### src/rtl/vslc_scan_sequencer.sv
// VSLC scan sequencer: sample, strobe/exec per instruction, commit, wait.
// Optional single-step scans enabled by defining VSLC_SINGLE_STEP_EN.
module vslc_scan_sequencer #(
  parameter int ADDR_W      = 4,
  parameter int PROG_LEN    = 16,
  parameter int PERIOD_W    = 16,
  parameter int SCAN_PERIOD = 1000
) (
  input  logic              CLK,
  input  logic              RST,
  input  logic              run,
  input  logic              step_req,
  input  logic [7:0]        in_pins,
  input  logic              instr_done,
  output logic [7:0]        in_latched,
  output logic [ADDR_W-1:0] pc,
  output logic              addr_strobe,
  output logic              out_latch_en,
  output logic              scan_cycle_clk,
  output logic              scan_overrun,
  output logic              busy
);

  typedef enum logic [2:0] {
    IDLE, SAMPLE, STROBE, EXEC, COMMIT, WAIT
  } state_t;

  localparam logic [ADDR_W-1:0] LAST =
    ADDR_W'(PROG_LEN - 1);
  localparam logic [PERIOD_W-1:0] TERM =
    PERIOD_W'(SCAN_PERIOD - 1);

  state_t              state, nxt;
  logic [PERIOD_W-1:0] cnt;
  logic                step_mode;
  logic                late;

  assign late = cnt >= TERM;

`ifdef VSLC_SINGLE_STEP_EN
  // step_mode marks a scan started by step_req; it ends in IDLE
  always_ff @(posedge CLK) begin
    if (RST)
      step_mode <= 1'b0;
    else if (state == IDLE)
      step_mode <= !run && step_req;
  end
`else
  logic unused_step;
  assign unused_step = step_req;
  assign step_mode   = 1'b0;
`endif

  always_comb begin
    nxt = state;
    unique case (state)
      IDLE: begin
        if (run)
          nxt = SAMPLE;
`ifdef VSLC_SINGLE_STEP_EN
        else if (step_req)
          nxt = SAMPLE;
`endif
      end
      SAMPLE: nxt = STROBE;
      STROBE: nxt = EXEC;
      EXEC: begin
        if (instr_done)
          nxt = (pc == LAST) ? COMMIT : STROBE;
      end
      COMMIT: begin
        if (step_mode)
          nxt = IDLE;
        else if (late)
          nxt = run ? SAMPLE : IDLE;
        else
          nxt = WAIT;
      end
      WAIT: begin
        if (cnt == TERM)
          nxt = run ? SAMPLE : IDLE;
      end
      default: nxt = IDLE;
    endcase
  end

  always_ff @(posedge CLK) begin
    if (RST) begin
      state          <= IDLE;
      cnt            <= '0;
      pc             <= '0;
      in_latched     <= '0;
      scan_cycle_clk <= 1'b0;
      scan_overrun   <= 1'b0;
    end else begin
      state <= nxt;
      // counter reads 0 in the SAMPLE cycle itself
      if (nxt == SAMPLE) begin
        cnt            <= '0;
        scan_cycle_clk <= ~scan_cycle_clk;
      end else if (state != IDLE && cnt != '1) begin
        cnt <= cnt + PERIOD_W'(1);
      end
      if (state == SAMPLE) begin
        in_latched <= in_pins;
        pc         <= '0;
      end
      if (state == EXEC && instr_done && pc != LAST)
        pc <= pc + ADDR_W'(1);
      if (state == COMMIT && !step_mode && late)
        scan_overrun <= 1'b1;
    end
  end

  assign addr_strobe  = state == STROBE;
  assign out_latch_en = state == COMMIT;
  assign busy         = state != IDLE;

endmodule

### config.mk
export PLATFORM = sky130hd
export DESIGN_NAME = vslc_scan_sequencer
export DESIGN_NICKNAME = d
export VERILOG_FILES = /design/src/rtl/vslc_scan_sequencer.sv
export SDC_FILE = /design/constraint.sdc
export NUM_CORES = 1
export LEC_CHECK = 0
export ABC_CLOCK_PERIOD_IN_PS = 3500
export CAP_MARGIN = 10
export CORE_AREA = 2 2 88 90
export CTS_BUF_LIST = sky130_fd_sc_hd__clkbuf_4
export DETAILED_ROUTE_END_ITERATION = 10
export DIE_AREA = 0 0 90 92
export DONT_BUFFER_PORTS = 1
export GPL_ROUTABILITY_DRIVEN = 0
export PLACE_DENSITY = 0.44
export SETUP_SLACK_MARGIN = 0.2
export SLEW_MARGIN = 0
export SYNTH_ARGS = -nofsm -noshare
export SYNTH_HDL_FRONTEND = slang
export SYNTH_SLANG_ARGS = --single-unit
### constraint.sdc
create_clock -name CLK -period 3.5 [get_ports CLK]
set_clock_uncertainty 0.1 [all_clocks]
set_input_delay 0.175 -clock CLK [delete_from_list [all_inputs] [get_ports CLK]]
set_output_delay 0.175 -clock CLK [all_outputs]
set_load 0.1 [all_outputs]
==> impl_metrics.tcl, run 1 <==
set metrics [dict create \
    setup.worst_path.start "cnt[13]" \
    antenna_left 0 \
    grt_pass1_vias 1386 \
    portBuffers 0 \
    holdWs_ps 31.78 \
    crit_arrival_ps 2320 \
    insertedDiodeCount 0 \
    dpl.hpwl_um 2597 \
    powerDensity_nw_per_um2 375.0 \
    clk-insertion-delay-late_ps 330 \
    p_total_uw 747.9 \
    peakVddDrop_mv 0.1298 \
    drt_iter0_markers 40 \
    final_nets 235 \
    place_area_um2 1814 \
    fin_util_pct 26.78 \
    grt_overflow 0 \
    syn2layout_area_growth_pct 22.24 \
    coreArea_um2 7447 \
    rows 32 \
    fillCellCount 848 \
    max_freq_mhz 452.3 \
    drive_above_1_share_pct 9.955 \
    firstDrtPassIters 4 \
    syn-num-nets 213 \
    synthTopCellsByArea "dfxtp_1 (40%), nor2_1 (7.1%), xnor2_1 (6.4%), a21oi_1 (4.9%), nand2_1 (4.4%)" \
    p_leak_uw 0.0006489 \
    die_y_um 92 \
    cts_tree "built" \
    die_area_um2 8280 \
    hold_violations 0 \
    syn_area_um2 1632 \
    initial_core_util_pct 21.91 \
    max_cap_violations 0 \
    tightest_slew_ps 1064 \
    grt_use_total_pct 10.02 \
    drt-total-wl_um 3985 \
    drc 0 \
    grt_max_degree 23 \
    worstSetupEndpointType "flip-flop" \
    cts_sinks 33 \
    worstHoldStart "RST" \
    hold_path_class "input pin to flip-flop" \
    wl_per_cell_um 12.34 \
    final_max_slew_viol_count 0 \
    dieWidth_um 90 \
    yosysWarnings 0 \
    synth-seq-area-share_pct 40.49 \
    r2r_start "cnt[13]" \
    fin_area_um2 1994 \
    critPathMaxFanout 10 \
    syn_inst 198 \
    maxSlewHeadroom_pct 28.99 \
    busiest_layer "met2" \
    vias_per_cell 4.486 \
    use_met2_pct 15.04 \
    synth-seq-cells 33 \
    grt_use_met1_pct 13.69 \
    rsz0062_at_grt "false" \
    setup_viol 0 \
    cts_buffers 5 \
    status "finished, final reports clean" \
    clock-root-buffer "clkbuf_4" \
    fin_crit_sh_pct 63.17 \
    synth_top_area_share_pct 40.49 \
    antenna_found_initial 0 \
    grt_pass1_wl_um 6775 \
    synth.distinct_cells 36 \
    ctsHtreeMaxLevel 2 \
    start_kind "flip-flop" \
    critPathKind "flip-flop to flip-flop" \
    clk_pin_slew_ps 100 \
    period_minus_slack_ps 2211 \
    cts_buffer_depth 2 \
    post-synth-top-area-cell "dfxtp_1" \
    ioPinCount 30 \
    required_ps 3610 \
    num_vias 1449 \
    tns_ps 0 \
    syn_area_per_cell_um2 8.240 \
    use_met3_pct 3.698 \
]
[synth_stat cells]
| library cell | count |
|---|---|
| a2111oi_0 | 1 |
| a211oi_1 | 1 |
| a21o_1 | 1 |
| a21oi_1 | 16 |
| a221oi_1 | 1 |
| a32oi_4 | 1 |
| and2_1 | 1 |
| and3_1 | 4 |
| and4_1 | 1 |
| buf_6 | 1 |
| clkbuf_1 | 5 |
| dfxtp_1 | 33 |
| ha_1 | 2 |
| inv_1 | 3 |
| nand2_1 | 19 |
| nand2b_1 | 3 |
| nand3_1 | 6 |
| nand3_2 | 2 |
| nand3b_1 | 1 |
| nand4_1 | 8 |
| nand4b_1 | 1 |
| nor2_1 | 31 |
| nor2b_1 | 3 |
| nor3_1 | 9 |
| nor3_4 | 1 |
| nor3b_1 | 5 |
| nor4_1 | 5 |
| nor4_2 | 1 |
| o21ai_0 | 9 |
| o221ai_1 | 2 |
| o31ai_1 | 1 |
| or3_1 | 2 |
| or4_1 | 2 |
| or4_4 | 1 |
| xnor2_1 | 12 |
| xor2_1 | 3 |
[power breakdown]
| part | switching (µW) | internal [µW] |
|---|---|---|
| registers | 59.5 | 386 |
| clock network | 133 | 72.7 |
| logic | 62.3 | 34.2 |
| total | 255 | 493 |
[cell type report]
| cell class | instances | area, µm² | area share [%] |
|---|---|---|---|
| timing repair buffer | 21 | 207.7 | 10.41 |
| sequential | 33 | 660.6 | 33.12 |
| clock inverter | 3 | 12.51 | 0.6274 |
| tap | 102 | 127.6 | 6.399 |
| inverter | 3 | 11.26 | 0.5646 |
| clock buffer | 5 | 37.54 | 1.882 |
| multi-input combinational | 156 | 937.1 | 46.99 |
[layer usage]
metal | vias to the layer above | share of wire [%]
li1 | 751 | -
met1 | 660 | 52
met2 | 33 | 42
met3 | 5 | 5.4
met4 | 0 | 0.65
met5 | - | 0
[cells by family (layout without fill, tap and decap cells)]
family	Yosys count	after routing	synth area share (%)
AOI/OAI and AO/OA	33	33	12.88
xor gates and xnor gates	15	15	8.052
buffers and inverters	9	32	2.531
adders and majority gates	2	2	1.533
DFF	33	33	40.49
and+or+nand+nor	106	106	34.51
[state kept, by name, indices dropped and copies added, names as in the netlist]
register	flops
state	3
in_latched	8
pc	4
scan_cycle_clk	1
scan_overrun	1
cnt	16
[worst paths after layout]
path	endpoint	slack, ps	depth (start not counted)
max	cnt[0]	1290	5
min	scan_cycle_clk	30	3
max reg2reg	cnt[0]	1290	5
min reg2reg	cnt[1]	400	2
[cell usage in the layout, fill, tap and decap left out, types with 2 or more instances in the layout]
cell type	netlist	routed
dfxtp_1	33	33
nor2_1	31	30
nand2_1	19	19
a21oi_1	16	16
dlygate4sd3_1	0	13
xnor2_1	12	12
nor3_1	9	9
o21ai_0	9	9
nand4_1	8	8
buf_4	0	7
nand3_1	6	6
nor4_1	5	5
clkbuf_4	0	5
and3_1	4	4
nor3b_1	5	4
nand2b_1	3	3
inv_1	3	3
nor2b_1	3	3
xor2_1	3	3
nand3_2	2	2
or3_1	2	2
o221ai_1	2	2
or4_1	2	2
ha_1	2	2
clkinv_1	0	2
[worst max-delay path, cell delays in order, from the launching register on]
cell and delay [ps]:
dfxtp_1 480, nand4_1 240, nor4_2 880, nor2_1 150
xnor2_1 190, nor2_1 50
[per-stage QoR]
stage | instances | setup slack [ps]
3_5_place_dp | 302 | 1293
4_1_cts | 323 | 1276
3_3_place_gp | 302 | 1276
5_1_grt | 323 | 1028
6_report | 323 | 1289
2_1_floorplan | 198 | 415.1
[what timing repair did]
item                                   4_1_cts  5_1_grt
hold buffers                                13        0
gates resized for setup                      0        0
setup buffers                                0        0
endpoints found under the hold margin       17        0
Power figures use the tool's default switching activity.
==> run 2, diff against run 1 <==
Settings changed: ABC_AREA set to 1, ABC_CLOCK_PERIOD_IN_PS 3500 to 2000, CORE_AREA 2 2 88 90 to 2 2 92 94, DIE_AREA 0 0 90 92 to 0 0 94 96, PLACE_DENSITY 0.44 to 0.45.
Clock period 3.5 ns to 2 ns, I/O delays scaled along.
==> impl_metrics.tcl, run 2 <==
set metrics [dict create \
    status "finished, final reports clean" \
    period_minus_slack_ps 1699 \
    yosysMostFrequentCell "nor2_1" \
    rsz0062_at_grt "true" \
    clk-insertion-delay-late_ps 340 \
    synth-seq-cells 33 \
    grt_pass1_wl_um 7024 \
    largest_reg_flops 16 \
    grt_pass1_vias 1576 \
    cts_sinks 33 \
    grt_use_total_pct 9.893 \
    setup_viol 0 \
    peakVddDrop_mv 0.3923 \
    synth_mux_area_share_pct 0 \
    clk_pin_slew_ps 120 \
    regArea_um2 686.9 \
    max_cap_violations 0 \
    required_ps 2130 \
    die_area_um2 9024 \
    insertedDiodeCount 0 \
    reg_top3 "cnt x16, in_latched x8, pc x4" \
    ctsHtreeMaxLevel 2 \
    r2r_end "cnt[8]" \
    cts_buffers 5 \
    fin_crit_sh_pct 84.94 \
    final_max_slew_viol_count 0 \
    cts_buffer_depth 2 \
    rows 33 \
    post-synth-top-area-cell "dfxtp_1" \
    p_leak_uw 0.0009525 \
    synth_ff_type "dfxtp_1" \
    dpl.hpwl_um 2905 \
    dieWidth_um 94 \
    synth.distinct_cells 31 \
    tightest_slew_ps 652.9 \
    drive_above_1_share_pct 32.17 \
    p_total_uw 1940 \
    grt_max_degree 15 \
    syn_inst 244 \
    worstHoldStart "RST" \
    wl_per_cell_um 10.32 \
    start_kind "flip-flop" \
    syn-num-nets 259 \
    vias_per_cell 4.133 \
    synth-edff-count 0 \
    max_freq_mhz 588.7 \
    clock-root-buffer "clkbuf_4" \
    hold_path_class "input pin to flip-flop" \
    coreArea_um2 8051 \
    grt_overflow 0 \
    hold_violations 0 \
    synth-seq-area-share_pct 37.00 \
    final_cell_mix "nor2_1 (41), nand2_1 (39), inv_1 (25)" \
    holdWs_ps 156.8 \
    yosysWarnings 0 \
    synth_top_family_by_area "simple AND/OR/NAND/NOR gates" \
    synthTopCellsByCount "nor2_1 (46), nand2_1 (42), dfxtp_1 (33)" \
    num_vias 1616 \
    critPathKind "flip-flop to flip-flop" \
    firstDrtPassIters 3 \
    drc 0 \
    dp.cells 369 \
    hold_end "scan_cycle_clk" \
    initial_core_util_pct 22.18 \
    drt-total-wl_um 4037 \
    stdcell_count 391 \
    cts_tree "built" \
    portBuffers 0 \
    top_register "cnt" \
    die_y_um 96 \
    r2r_start "cnt[1]" \
    synth-simple-area-share_pct 37.00 \
    synth_xor_area_share_pct 6.377 \
    synth_top_area_share_pct 37.00 \
    synth_fa_ha_area_share_pct 1.402 \
    syn_area_um2 1785 \
    antenna_left 0 \
    reg2reg_slack_ps 300 \
    final_nets 300 \
    final_common_cell "nor2_1" \
    synth_compound_area_share_pct 10.30 \
    antenna_found_initial 0 \
    multiInputGateArea_um2 1101 \
    ioPinCount 30 \
    maxSlewHeadroom_pct 56.42 \
    synthTopCellsByArea "dfxtp_1 (37%), nor2_1 (9.7%), nand2_1 (8.8%), inv_1 (5.5%), xor2_1 (5.4%)" \
    crit_arrival_ps 1830 \
    powerDensity_nw_per_um2 792.0 \
    fillCellCount 881 \
    setup.worst_path.start "cnt[1]" \
    worstRegToRegCells 9 \
    worstSetupEndpointType "flip-flop" \
    drt_iter0_markers 69 \
    async_flop_share_pct 0 \
    syn_area_per_cell_um2 7.317 \
    critPathMaxFanout 4 \
    holdPathStages 3 \
    syn2layout_area_growth_pct 37.21 \
]
[run 2: cell count changes in the layout (fill, tap and decap cells not counted), sizes merged, moves of 8 or more]
cell	previous run	this run
xnor2	12	2
xor2	3	11
nand3	8	18
nor2	31	57
buf	7	25
inv	3	30
nand2	19	48
[run 2: worst max path at each step]
stage | end | cells past startpoint | slack [ps]
after CTS | cnt[13] | 9 | 210
after global routing | cnt[12] | 10 | 170
after global placement | cnt[11] | 10 | 50
after floorplan | cnt[0] | 8 | -210
final | cnt[8] | 9 | 300
after detailed placement | cnt[1] | 10 | 30
[run 2: what timing repair did]
action,in CTS,in global routing
cloned,1,0
endpoints found under the setup margin,15,17
hold endpoints to repair,14,0
hold buffers,11,0
setup buffers,0,2
pin swaps,1,6
gates resized for setup,7,25
[run 2: layout make-up]
cell class                      count  area share, %
Tap cell                          105          5.363
Multi-Input combinational cell    179          44.94
Clock inverter                      3          2.656
Clock buffer                        5          1.532
Timing Repair Buffer               36          12.67
Inverter                           30          4.801
Sequential cell                    33          28.04
[run 2: kinds of logic after synthesis]
logic type	after synthesis
simple gates	133
buf+inv	33
fa+ha+maj	2
xor+xnor	13
compound gates	30
flops	33
[run 2: metrics by stage]
step / util, % / setup TNS (ps) / cell area (µm²) / setup slack [ps]
after floorplan: - / -2488 / 1810 / -211.8
after global placement: 26.03 / 0 / 2096 / 47.15
after detailed placement: 26.03 / 0 / 2096 / 34.09
after CTS: 29.31 / 0 / 2360 / 210.8
after global routing: 30.43 / 0 / 2450 / 168.9
final: 30.43 / 0 / 2450 / 301.2
[run 2: critical path, stage by stage (launching register included)]
cell,delay [ps]
dfxtp_4,380
ha_4,170
nand3_1,110
nor2_2,140
buf_4,140
inv_1,30
nor2_1,170
nand2_1,110
xor2_2,190
nor2_4,50
[run 2: where the power goes]
group          switching, µW  internal (µW)
sequential              21.6            692
combinational            438            154
clock                    247            387
total                    707           1230
[run 2: routing by layer]
metal | track usage (%) | wire (µm) | vias up
met5 | 0 | 0 | -
met4 | 2.536 | 16 | 0
met3 | 3.524 | 224 | 2
met2 | 16.49 | 1903 | 29
met1 | 12.18 | 1893 | 724
li1 | - | - | 861
==> run 3, diff against run 2 <==
Settings changed: ABC_CLOCK_PERIOD_IN_PS 2000 to 1600, PLACE_DENSITY 0.45 to 0.44.
Clock period 2 ns to 1.6 ns, I/O delays scaled along.
==> impl_metrics.tcl, run 3 (synthesized netlist as in run 2, its figures left out) <==
set metrics [dict create \
    rsz0062_at_grt "true" \
    maxSlewHeadroom_pct 77.24 \
    largest_reg_flops 16 \
    cts_sinks 33 \
    crit_arrival_ps 1860 \
    antenna_found_initial 0 \
    antenna_left 0 \
    dp_slack_ps -165.8 \
    start_kind "flip-flop" \
    ctsHtreeMaxLevel 2 \
    peakVddDrop_mv 0.6344 \
    die_area_um2 9024 \
    hold_violations 0 \
    die_y_um 96 \
    final_cell_mix "buf_4 (59), nand2_1 (37), nor2_1 (36)" \
    reg_top3 "cnt x16, in_latched x8, pc x4" \
    sw_frac_of_total_pct 35.95 \
    cts_buffers 5 \
    grt_pass1_wl_um 8307 \
    path_depth 10 \
    num_vias 1869 \
    p_clk_share_pct 30.2 \
    cts_buffer_depth 2 \
    final_max_slew_viol_count 0 \
    grt_overflow 0 \
    cts_tree "built" \
    drt_iter0_markers 64 \
    holdPathStages 6 \
    drt-total-wl_um 4808 \
    insertedDiodeCount 0 \
    violations "negative setup slack" \
    clk-insertion-delay-late_ps 350 \
    coreArea_um2 8051 \
    worstSetupEndpointType "flip-flop" \
    max_freq_mhz 592.4 \
    hold_path_class "input pin to flip-flop" \
    syn2layout_area_growth_pct 74.84 \
    p_leak_uw 0.001268 \
    p_int_uw 1687 \
    cpMaxStageDelayCell "dfxtp_2" \
    initial_core_util_pct 22.18 \
    dieWidth_um 94 \
    drive_above_1_share_pct 49.41 \
    drc 0 \
    final_common_cell "buf_4" \
    fin_ws_ps -88.08 \
    dpl.hpwl_um 3516 \
    clk_pin_slew_ps 110 \
    grt_max_degree 12 \
    p_total_uw 2633 \
    p_switching_uw 946.7 \
    worstRegToRegCells 10 \
    cp_common_cell "nand3_4" \
    critPathKind "flip-flop to flip-flop" \
    wl_per_cell_um 10.80 \
    period_minus_slack_ps 1688 \
    p_comb_share_pct 35.4 \
    vias_per_cell 4.200 \
    required_ps 1770 \
    rows 33 \
    grt_pass1_vias 1895 \
    portBuffers 0 \
    max_cap_violations 0 \
    tightest_slew_ps 340.2 \
    top_register "cnt" \
    path_delay_family "simple AND/OR/NAND/NOR gates" \
    grt_use_total_pct 11.59 \
    status "finished with violations" \
    powerDensity_nw_per_um2 843.6 \
    fin_crit_sh_pct 105.5 \
    ioPinCount 30 \
    max_stage_delay_ps 370 \
    critPathMaxFanout 8 \
    path_cells "ha_4 > nand2_4 > nor2_4 > nand3_4 > o21bai_4 > nand3_4 > nand3_4 > nand2_4 > buf_12 > a21oi_2" \
    cp_num_buf_inv 1 \
    final_nets 354 \
    firstDrtPassIters 4 \
    clock-root-buffer "clkbuf_4" \
    p_seq_share_pct 34.4 \
    setup_viol 18 \
]
## run 3: cell count changes in the layout (fill, tap and decap cells not counted), sizes merged
| cell | previous run | this run |
|---|---|---|
| buf | 25 | 77 |
| dlygate4sd3 | 11 | 14 |
| nand2 | 48 | 47 |
## run 3: area by class of cell
cell class | count | area, µm²
Fill cell | 832 | 4930
Multi-Input combinational cell | 178 | 1246
Timing Repair Buffer | 91 | 829.5
Sequential cell | 33 | 686.9
Tap cell | 105 | 131.4
Inverter | 30 | 125.1
Clock inverter | 3 | 65.06
Clock buffer | 5 | 37.54
## run 3: worst paths after layout
check,start,endpoint,slack [ps]
setup reg to reg,cnt[0],cnt[1],-90
hold reg to reg,cnt[5],cnt[5],420
hold / removal,instr_done,state[1],140
setup / recovery,cnt[0],cnt[1],-90
## run 3: worst register-to-register path: stages, from the launching register on
cell      delay, ps
dfxtp_2         370
ha_4            160
nand2_4          60
nor2_4          120
nand3_4          90
o21bai_4        190
nand3_4         110
nand3_4         100
nand2_4          70
buf_12          150
a21oi_2         100
## run 3: metrics by stage
| step | std cells | util (%) | cell area (µm²) | hold WS [ps] | TNS [ps] |
|---|---|---|---|---|---|
| after floorplan | 244 | - | 1839 | 39.36 | -9841 |
| after global placement | 416 | 30.92 | 2490 | 45.27 | -1942 |
| after detailed placement | 416 | 30.92 | 2490 | 42.61 | -2539 |
| after CTS | 437 | 35.48 | 2856 | -337.9 | -1318 |
| after global routing | 445 | 38.77 | 3122 | 176.5 | -3115 |
| final | 445 | 38.77 | 3122 | 138.5 | -1200 |
## run 3: timing repair
| item | 4_1_cts | 5_1_grt |
|---|---|---|
| pin swaps | 10 | 26 |
| setup buffers | 1 | 6 |
| setup endpoints to repair | 24 | 33 |
| gates resized for setup | 36 | 55 |
| hold buffers | 12 | 2 |
| endpoints found under the hold margin | 31 | 21 |
## run 3: power by group through the flow
| stage | clock (µW) | combinational (µW) | sequential, µW |
|---|---|---|---|
| after floorplan | 0 | 304 | 1140 |
| after global placement | 0 | 771 | 908 |
| after detailed placement | 0 | 773 | 909 |
| after CTS | 822 | 868 | 901 |
| after global routing | 855 | 988 | 912 |
| final | 796 | 932 | 906 |
## run 3: routing by layer
metal	up-vias	global-route usage, %	routed length, µm
met2	40	21.07	2433
met1	852	13.04	2099
met4	0	3.986	72
met5	-	0	0
met3	8	3.211	203
li1	969	-	-
